===== config.mk =====
export PLATFORM = sky130hd
export DESIGN_NAME = param_load_updown_counter
export DESIGN_NICKNAME = d
export VERILOG_FILES = /design/src/rtl/param_load_updown_counter.sv
export SDC_FILE = /design/constraint.sdc
export NUM_CORES = 1
export LEC_CHECK = 0
export ABC_AREA = 1
export CAP_MARGIN = 20
export CORE_MARGIN = 2
export CORE_UTILIZATION = 49
export DETAILED_ROUTE_END_ITERATION = 6
export PLACE_DENSITY = 0.77
export SLEW_MARGIN = 0
export SYNTH_ARGS = -nofsm -noshare
export SYNTH_HDL_FRONTEND = slang
export SYNTH_SLANG_ARGS = --single-unit

===== constraint.sdc =====
create_clock -name clk -period 1.95 [get_ports clk]
set_input_delay 0.585 -clock clk [delete_from_list [all_inputs] [get_ports clk]]
set_output_delay 0.585 -clock clk [all_outputs]
set_load 0.01 [all_outputs]

===== src/rtl/param_load_updown_counter.sv =====
`default_nettype none
// ============================================================================
// Module   : param_load_updown_counter
// Brief    : WIDTH-bit parallel-load up/down counter with count enable,
//            optional auto-reload from a latched reload value, registered
//            terminal-count flag and state-decoded busy. Serves as a
//            programmable interval / timeout source.
// Revision : 1.0 - initial parametrised release
// ============================================================================
module param_load_updown_counter #(
    parameter int WIDTH = 4
) (
    input  logic             clk,
    input  logic             reset,
    input  logic [WIDTH-1:0] in,
    input  logic             select,
    input  logic             enable,
    input  logic             up_down,
    input  logic             auto_reload,
    output logic [WIDTH-1:0] out,
    output logic             cmpltd,
    output logic             busy
);

    typedef enum logic [1:0] {
        S_IDLE  = 2'd0,
        S_COUNT = 2'd1,
        S_DONE  = 2'd2
    } state_t;

    localparam logic [WIDTH-1:0] C_ALL_ONES = {WIDTH{1'b1}};
    localparam logic [WIDTH-1:0] C_ZERO     = {WIDTH{1'b0}};
    localparam logic [WIDTH-1:0] C_ONE      = {{(WIDTH-1){1'b0}}, 1'b1};

    state_t           r_state;
    logic [WIDTH-1:0] r_out;
    logic             r_cmpltd;
    logic [WIDTH-1:0] r_reload;

    state_t           w_state_nxt;
    logic [WIDTH-1:0] w_out_nxt;
    logic             w_cmpltd_nxt;
    logic [WIDTH-1:0] w_reload_nxt;

    // Terminal value follows the direction input every cycle, so a direction
    // flip mid-count re-targets the terminal and the count never wraps past it.
    logic [WIDTH-1:0] w_term;
    logic [WIDTH-1:0] w_step;

    assign w_term = up_down ? C_ALL_ONES : C_ZERO;
    assign w_step = up_down ? (r_out + C_ONE) : (r_out - C_ONE);

    // State and datapath registers; reset is asynchronous so it clears mid-count.
    always_ff @(posedge clk or posedge reset) begin
        if (reset) begin
            r_state  <= S_IDLE;
            r_out    <= C_ZERO;
            r_cmpltd <= 1'b0;
            r_reload <= C_ZERO;
        end else begin
            r_state  <= w_state_nxt;
            r_out    <= w_out_nxt;
            r_cmpltd <= w_cmpltd_nxt;
            r_reload <= w_reload_nxt;
        end
    end

    // Next-state / next-count logic; a load overrides everything else.
    always_comb begin
        w_state_nxt  = r_state;
        w_out_nxt    = r_out;
        w_cmpltd_nxt = r_cmpltd;
        w_reload_nxt = r_reload;

        if (select) begin
            // Load fully defines the count, no prior reset needed.
            w_out_nxt    = in;
            w_reload_nxt = in;
            w_cmpltd_nxt = (in == w_term);
            w_state_nxt  = S_COUNT;
        end else begin
            case (r_state)
                S_COUNT: begin
                    if (enable) begin
                        if (r_out != w_term) begin
                            w_out_nxt    = w_step;
                            w_cmpltd_nxt = (w_step == w_term);
                        end else if (auto_reload) begin
                            // A reload value equal to terminal parks here with
                            // cmpltd high; that is legal and never goes DONE.
                            w_out_nxt    = r_reload;
                            w_cmpltd_nxt = (r_reload == w_term);
                        end else begin
                            w_cmpltd_nxt = 1'b1;
                            w_state_nxt  = S_DONE;
                        end
                    end
                end
                S_DONE: begin
                    w_cmpltd_nxt = 1'b1;
                end
                default: begin
                    // IDLE holds until a load arrives.
                end
            endcase
        end
    end

    assign out    = r_out;
    assign cmpltd = r_cmpltd;
    assign busy   = (r_state == S_COUNT);

endmodule
`default_nettype wire


==> results of run 1 <==
==> cell type report <==
cell class | count | area (um^2) | area share, %
tap | 16 | 20.02 | 1.970
clock buffer | 4 | 26.28 | 2.586
sequential | 11 | 275.3 | 27.09
multi-input combinational | 79 | 422.9 | 41.63
timing repair buffer | 24 | 211.5 | 20.81
inverter | 16 | 60.06 | 5.911
==> cells in the final DEF (no fill, tap or decap) <==
cell type	synthesis	layout
clkdlybuf4s50_1	0	13
o21ai_1	1	1
a21oi_2	0	1
xor2_1	1	1
inv_1	13	13
o21ai_0	5	5
nand3_2	2	2
clkbuf_2	0	1
nand2_2	3	3
o211ai_1	1	1
nand3_1	7	7
or2_2	1	1
ha_2	0	1
nor2_4	1	1
nor2_1	8	8
a21oi_1	8	7
dfrtp_1	11	11
nand2_1	29	29
inv_2	3	3
a31oi_1	3	3
buf_4	0	9
nand4_1	3	3
ha_1	2	1
clkbuf_4	0	3
clkbuf_1	1	1
nor3_1	2	2
dlygate4sd2_1	0	1
a211oi_1	1	1
fa_1	1	1
==> worst reg2reg max path, cell delays in order, from the launching register on <==
cell	delay (ps)
dfrtp_1	390
inv_1	60
fa_1	380
xor2_1	160
or2_2	270
nand2_1	60
nand3_1	60
nand2_1	60
nand2_1	50
a21oi_1	130
==> routing by layer <==
| layer | global-route usage (%) | vias to the layer above | wire length [um] |
|---|---|---|---|
| li1 | - | 404 | - |
| met3 | 2.553 | 5 | 68 |
| met2 | 37.91 | 18 | 889 |
| met1 | 27.10 | 351 | 781 |
| met4 | 10.91 | 0 | 39 |
| met5 | 0 | - | 0 |
==> registers in the layout, indices dropped and copies added (netlist names) <==
register	cells
r_reload	4
r_state	2
cmpltd	1
out	4
==> final timing paths <==
| check | from | to | slack [ps] | cells after the start |
|---|---|---|---|---|
| max in group asynchronous | reset | out[1] | 1060 | 2 |
| worst min-delay path | r_state[0] | r_state[0] | 490 | 2 |
| worst max register to register | out[1] | cmpltd | 240 | 9 |
| min in group asynchronous | reset | r_reload[3] | 600 | 2 |
| worst max-delay path | out[0] | out[0] | 60 | 2 |
| worst min register to register | r_state[0] | r_state[0] | 490 | 2 |
==> kinds of logic (layout without fill, tap and decap cells) <==
logic type      after synthesis  after routing  share of synthesized area (%)
fa+ha+maj                     3              3                          5.960
flops                        11             11                          36.42
simple gates                 56             56                          34.27
xor+xnor                      1              1                          1.159
compound gates               19             19                          13.74
buf+inv                      17             44                          8.444
==> power groups by stage <==
stage / sequential, mW / combinational, mW / clock, mW
after floorplan: 0.315 / 0.261 / 0
after global placement: 0.302 / 0.469 / 0
after detailed placement: 0.304 / 0.480 / 0
after CTS: 0.299 / 0.481 / 0.165
after global routing: 0.304 / 0.541 / 0.174
final: 0.299 / 0.487 / 0.161
==> per-stage QoR <==
stage / power, mW / area [um^2] / setup TNS (ps)
6_report: 0.9473 / 1016 / 0
5_1_grt: 1.018 / 1016 / 0
4_1_cts: 0.9457 / 1015 / 0
3_5_place_dp: 0.7847 / 989.7 / -3460
3_3_place_gp: 0.7709 / 989.7 / -2911
2_1_floorplan: 0.5761 / 755.7 / 0
==> timing repair <==
action | CTS | global route
pin swaps | 0 | 1
endpoints found under the setup margin | 8 | 5
resized for setup | 3 | 3
==> impl_results.md, run 1 <==
- Syn_nets: 120
- Ys flop type: dfrtp_1
- Logic pwr share: about 50%
- Fill count: 135
- DR WL/cell: around 12 um
- FFs w/ async S/R, synth: between 90% and 100%
- Crit end category: output pin
- Clock sink total: 11
- DRC: 0
- Dpl hpwl: 1418 um
- Sw Pwr: roughly 0.36 mW
- Fin worst setup slack: around 63 ps
- Unrepaired setup endpoints after global routing: no
- CTS Buffer Depth: 2
- Overflow after GRT: 0
- CP Launch Type: flop
- Fin cells: 150
- DP Cell Count: about 150
- Initial antenna violation count: 0
- Via density: around 5.2
- Horiz. Die Dim: between 40 and 50 um
- # rows: 14
- Slowest stage delay, CP: 530 ps
- Post-place setup slack: -562.8 ps
- Detailed Route Iter0 Violations: 14
- Seq pwr share: about a third
- Post-CTS Setup Repair Bufs: 0
- Max Slew Vio Count: 0
- Routed WL: roughly 1800 um
- Area growth from synthesis to layout: 34.44%
- DIE AREA: about 0.0019 mm^2
- Io pins: 16
- Chip height: approximately 43 um
- Worst EP required: ~1400 ps
- Setup violators final: 0
- Leakage Power: 0.5010 nW
- Crit-path cells: buf_4 -> clkdlybuf4s50_1
- Most common cell in the netlist: nand2_1
- Status: finished clean
- Mapped Area: between 700 and 800 um^2
- Htree depth: 1
- Fin crit period: between 1500 and 2000 ps
- Worst-path clk slew: roughly 70 ps
- Clock Tree Root: clkbuf_4
- Int Pwr: about 0.6 mW
- First-pass GRT wire length: approximately 3000 um
- CP max-delay cell: clkdlybuf4s50_1
- Final hold violations: 0
- CP Class: flop to output pin
- Sw Ratio: between 30% and 40%
- Core box area: roughly 0.0015 mm^2
- Worst slew margin: ~72%
- Pin count of the biggest net entering global routing: 12
- Max-Cap Viols: 0
- GPL Wtd Cong: 0.8538
- Tcrit/Tclk final: 96.77%
- Top cells by area, synth: dfrtp_1 (36%), nand2_1 (14%), inv_1 (6.5%)
- Family with the most delay on the worst path: buffers and inverters
- Syn Area/Cell: ~7.1 um^2
- Port Buffer Count: 15
- Worst min path class: flop to flop
- Mapped Cells: around 110
- IR Drop Worst-Case VDD: roughly 0.00050 V
- Worst hold slack: about 490 ps
- Vias in the first global route: 750
- Synth Warn #: 0
- Slew @ Worst Pin: 420.5 ps
- Nets: around 150
- Peak Freq: ~530 MHz
- Initial core utilization: about 50%
- Power Density: approximately 930 mW/mm^2
- Top-area cell type share of the netlist area: between 30% and 40%
- Seq cells post-synth: 11
- Synth top cells by count: nand2_1 (29), inv_1 (13), dfrtp_1 (11)
- N_diodes: 0
- Fin util: a little under 70%
- CTS tree: built
- Crit path max fanout: 4
- Netlist cell types: 22
- Clock skew: slightly above 1 ps
- Hold Buf Count CTS: 0
- CP bufs+invs: 2
- Worst EP arrival: ~1300 ps
- Ratio of cells with drive above 1 in the final layout: between 10% and 20%
- Total CTS buffers: 3
- GRT Resource Usage Total: 22.13%
- Routed Antenna Nets: 0
- Clock Power Share: 17.0%
- DRT Pass-1 Iters: 4
- Area leader, netlist: dfrtp_1
- Worst-Skew Late Latency: around 270 ps
- Register area share after synthesis: between 30 and 40%
- EDFF count, synth: 0
- Vias post-DR: about 780
Power figures use the tool's default switching activity.
==> inputs of run 2 (changes only) <==
--- a/config.mk
+++ b/config.mk
@@ -7,10 +7,11 @@
 export LEC_CHECK = 0
 export ABC_AREA = 1
 export CAP_MARGIN = 20
-export CORE_MARGIN = 2
+export CORE_MARGIN = 5
 export CORE_UTILIZATION = 49
 export DETAILED_ROUTE_END_ITERATION = 6
 export PLACE_DENSITY = 0.77
+export RECOVER_POWER = 100
 export SLEW_MARGIN = 0
 export SYNTH_ARGS = -nofsm -noshare
 export SYNTH_HDL_FRONTEND = slang
==> impl_results.md, run 2 (synthesis gave the netlist of run 1 again) <==
- Reg2reg start: out[1] (unchanged)
- DIE AREA: 0.002428 mm^2 (was 0.001872 mm^2)
- Clock skew: 10.29 ps (was 1.028 ps)
- Final hold violations: 0 (unchanged)
- N_diodes: 0 (unchanged)
- Via density: 5.248 (was 5.187)
- Dpl hpwl: 1459 um (was 1418 um)
- Chip height: 49.27 um (was 43.27 um)
- Htree depth: 1 (unchanged)
- DRT Pass-1 Iters: 4 (unchanged)
- Overflow after GRT: 0 (unchanged)
- Clock Tree Root: clkbuf_4 (unchanged)
- Post-route design area: 989.7 um^2 (was 0.001016 mm^2)
- GPL Wtd Cong: 0.8500 (was 0.8538)
- Met1 WL: 790 um (was 781 um)
- Worst EP arrival: 1260 ps (was 1300 ps)
- DP Cell Count: 145 (was 146)
- Max-Cap Viols: 0 (unchanged)
- Slowest stage delay, CP: 600 ps (was 530 ps)
- Worst EP required: 1360 ps (about the same)
- Worst min path class: flop to flop (unchanged)
- CTS tree: built (unchanged)
- Port Buffer Count: 15 (unchanged)
- Area growth from synthesis to layout: 30.96% (was 34.44%)
- Crit end category: output pin (unchanged)
- Fin cells: 149 (was 150)
- DR WL/cell: 12.30 um (was 11.85 um)
- DRC: 0 (unchanged)
- Clock sink total: 11 (unchanged)
- DP Area: 982.2 um^2 (was 989.7 um^2)
- Slew @ Worst Pin: 432.9 ps (was 420.5 ps)
- Core box area: 0.001489 mm^2 (was 0.001471 mm^2)
- Post-CTS Setup Repair Bufs: 0 (unchanged)
- Vias post-DR: 782 (was 778)
- Family with the most delay on the worst path: buffers and inverters (unchanged)
- Worst-Skew Late Latency: 290 ps (was 270 ps)
- Hold Buf Count CTS: 0 (unchanged)
- Initial antenna violation count: 0 (unchanged)
- Total CTS buffers: 3 (unchanged)
- Io pins: 16 (unchanged)
- Power Density: 929.2 mW/mm^2 (was 932.5 mW/mm^2)
- Commonest cells after routing, fill and taps aside: nand2_1 (30), inv_1 (13), dfrtp_1 (11) (was nand2_1 (29), inv_1 (13), clkdlybuf4s50_1 (13))
- First-pass GRT wire length: 3070 um (was 3042 um)
- Min-delay src: r_state[0] (unchanged)
- Top Layer Used: met4 (unchanged)
- Commonest non-fill, non-tap cell in the layout: nand2_1 (unchanged)
- # rows: 14 (unchanged)
- Detailed Route Iter0 Violations: 16 (was 14)
- Tcrit/Tclk final: 94.67% (was 96.77%)
- IR Drop Worst-Case VDD: 0.0004765 V (was 0.0005032 V)
- CP Class: flop to output pin (unchanged)
- WL met3: 83 um (was 68 um)
- Setup violators final: 0 (unchanged)
- CP Launch Point: cmpltd (was out[0])
- DR WL met2: 927 um (was 889 um)
- CP max-delay cell: dlygate4sd3_1 (was clkdlybuf4s50_1)
- Worst-path clk slew: 70 ps (about the same)
- Routed Antenna Nets: 0 (unchanged)
- Routed WL: 1832 um (was 1778 um)
- Crit path max fanout: 2 (was 4)
- CP Launch Type: flop (unchanged)
- Worst slew margin: 71.11% (was 71.94%)
- Crit-path cells: dlygate4sd3_1 (was buf_4 -> clkdlybuf4s50_1)
- CP bufs+invs: 1 (was 2)
- Leakage Power: 0.5031 nW (was 0.5010 nW)
- Initial core utilization: 50.76% (was 51.36%)
- Unrepaired setup endpoints after global routing: no (unchanged)
- Status: finished clean (unchanged)
- Ratio of cells with drive above 1 in the final layout: 13.53% (was 18.66%)
- Nets: 147 (was 148)
- Pin count of the biggest net entering global routing: 12 (unchanged)
- Fin crit period: 1846 ps (was 1887 ps)
- Post-CTS sizing: 2 (was 3)
- CTS Buffer Depth: 2 (unchanged)
- Horiz. Die Dim: 49.27 um (was 43.27 um)
- Peak Freq: 541.7 MHz (was 529.9 MHz)
- GRT Resource Usage Total: 16.25% (was 22.13%)
- Vias in the first global route: 753 (was 750)
- Max Slew Vio Count: 0 (unchanged)
run 2: changes by cell type in the layout (fill, tap and decap cells not counted), sizes merged:
| cell | delta |
|---|---|
| buf | -3 |
| clkdlybuf4s50 | -3 |
| dlygate4sd3 | +2 |
| dlymetal6s2s | +1 |
| clkbuf | +2 |
run 2: worst paths after layout:
path	to	slack, ps	cells after the start
worst max-delay path	cmpltd	100	1
min in group asynchronous	r_reload[1]	730	2
max in group asynchronous	cmpltd	910	2
worst min-delay path	r_state[0]	490	2
worst max register to register	cmpltd	230	9
worst min register to register	r_state[0]	490	2
run 2: area by class of cell:
| cell class | instances | area, um^2 |
|---|---|---|
| flip-flops and latches | 11 | 275.3 |
| clock buffers | 4 | 26.28 |
| inverters | 16 | 60.06 |
| multi-input cells | 79 | 409.1 |
| fillers | 131 | 499.2 |
| repair buffers | 23 | 198.9 |
| well taps | 16 | 20.02 |
run 2: power breakdown:
part / leakage, nW / internal (mW) / total, mW / switching [mW]
clock network: 0.0150 / 0.0796 / 0.169 / 0.0894
registers: 0.131 / 0.266 / 0.301 / 0.0343
logic: 0.357 / 0.216 / 0.450 / 0.234
run 2: worst reg2reg max path, stage by stage (launching register included):
cell,delay (ps)
dfrtp_1,410
inv_1,70
fa_1,380
xor2_1,170
or2_2,270
nand2_1,60
nand3_1,60
nand2_1,60
nand2_1,50
a21oi_1,120
run 2: stage by stage:
stage                     hold slack [ps]  setup slack (ps)  total power, mW  utilization [%]  setup TNS, ps
after floorplan                     437.4             129.8           0.5761                -              0
after global placement              457.4            -481.9           0.7587            65.97          -2431
after detailed placement            472.4            -511.7           0.7729            65.97          -2672
after CTS                           487.6             13.37           0.9375            67.56              0
after global routing                528.9             50.90           0.9951            66.47              0
final                               487.9             104.0           0.9197            66.47              0
run 2: routing by layer:
layer  vias to the layer above  track usage [%]
met3                         3            2.752
met2                        21            27.90
met1                       356            18.49
li1                        402                -
met5                         -                0
met4                         0            9.417
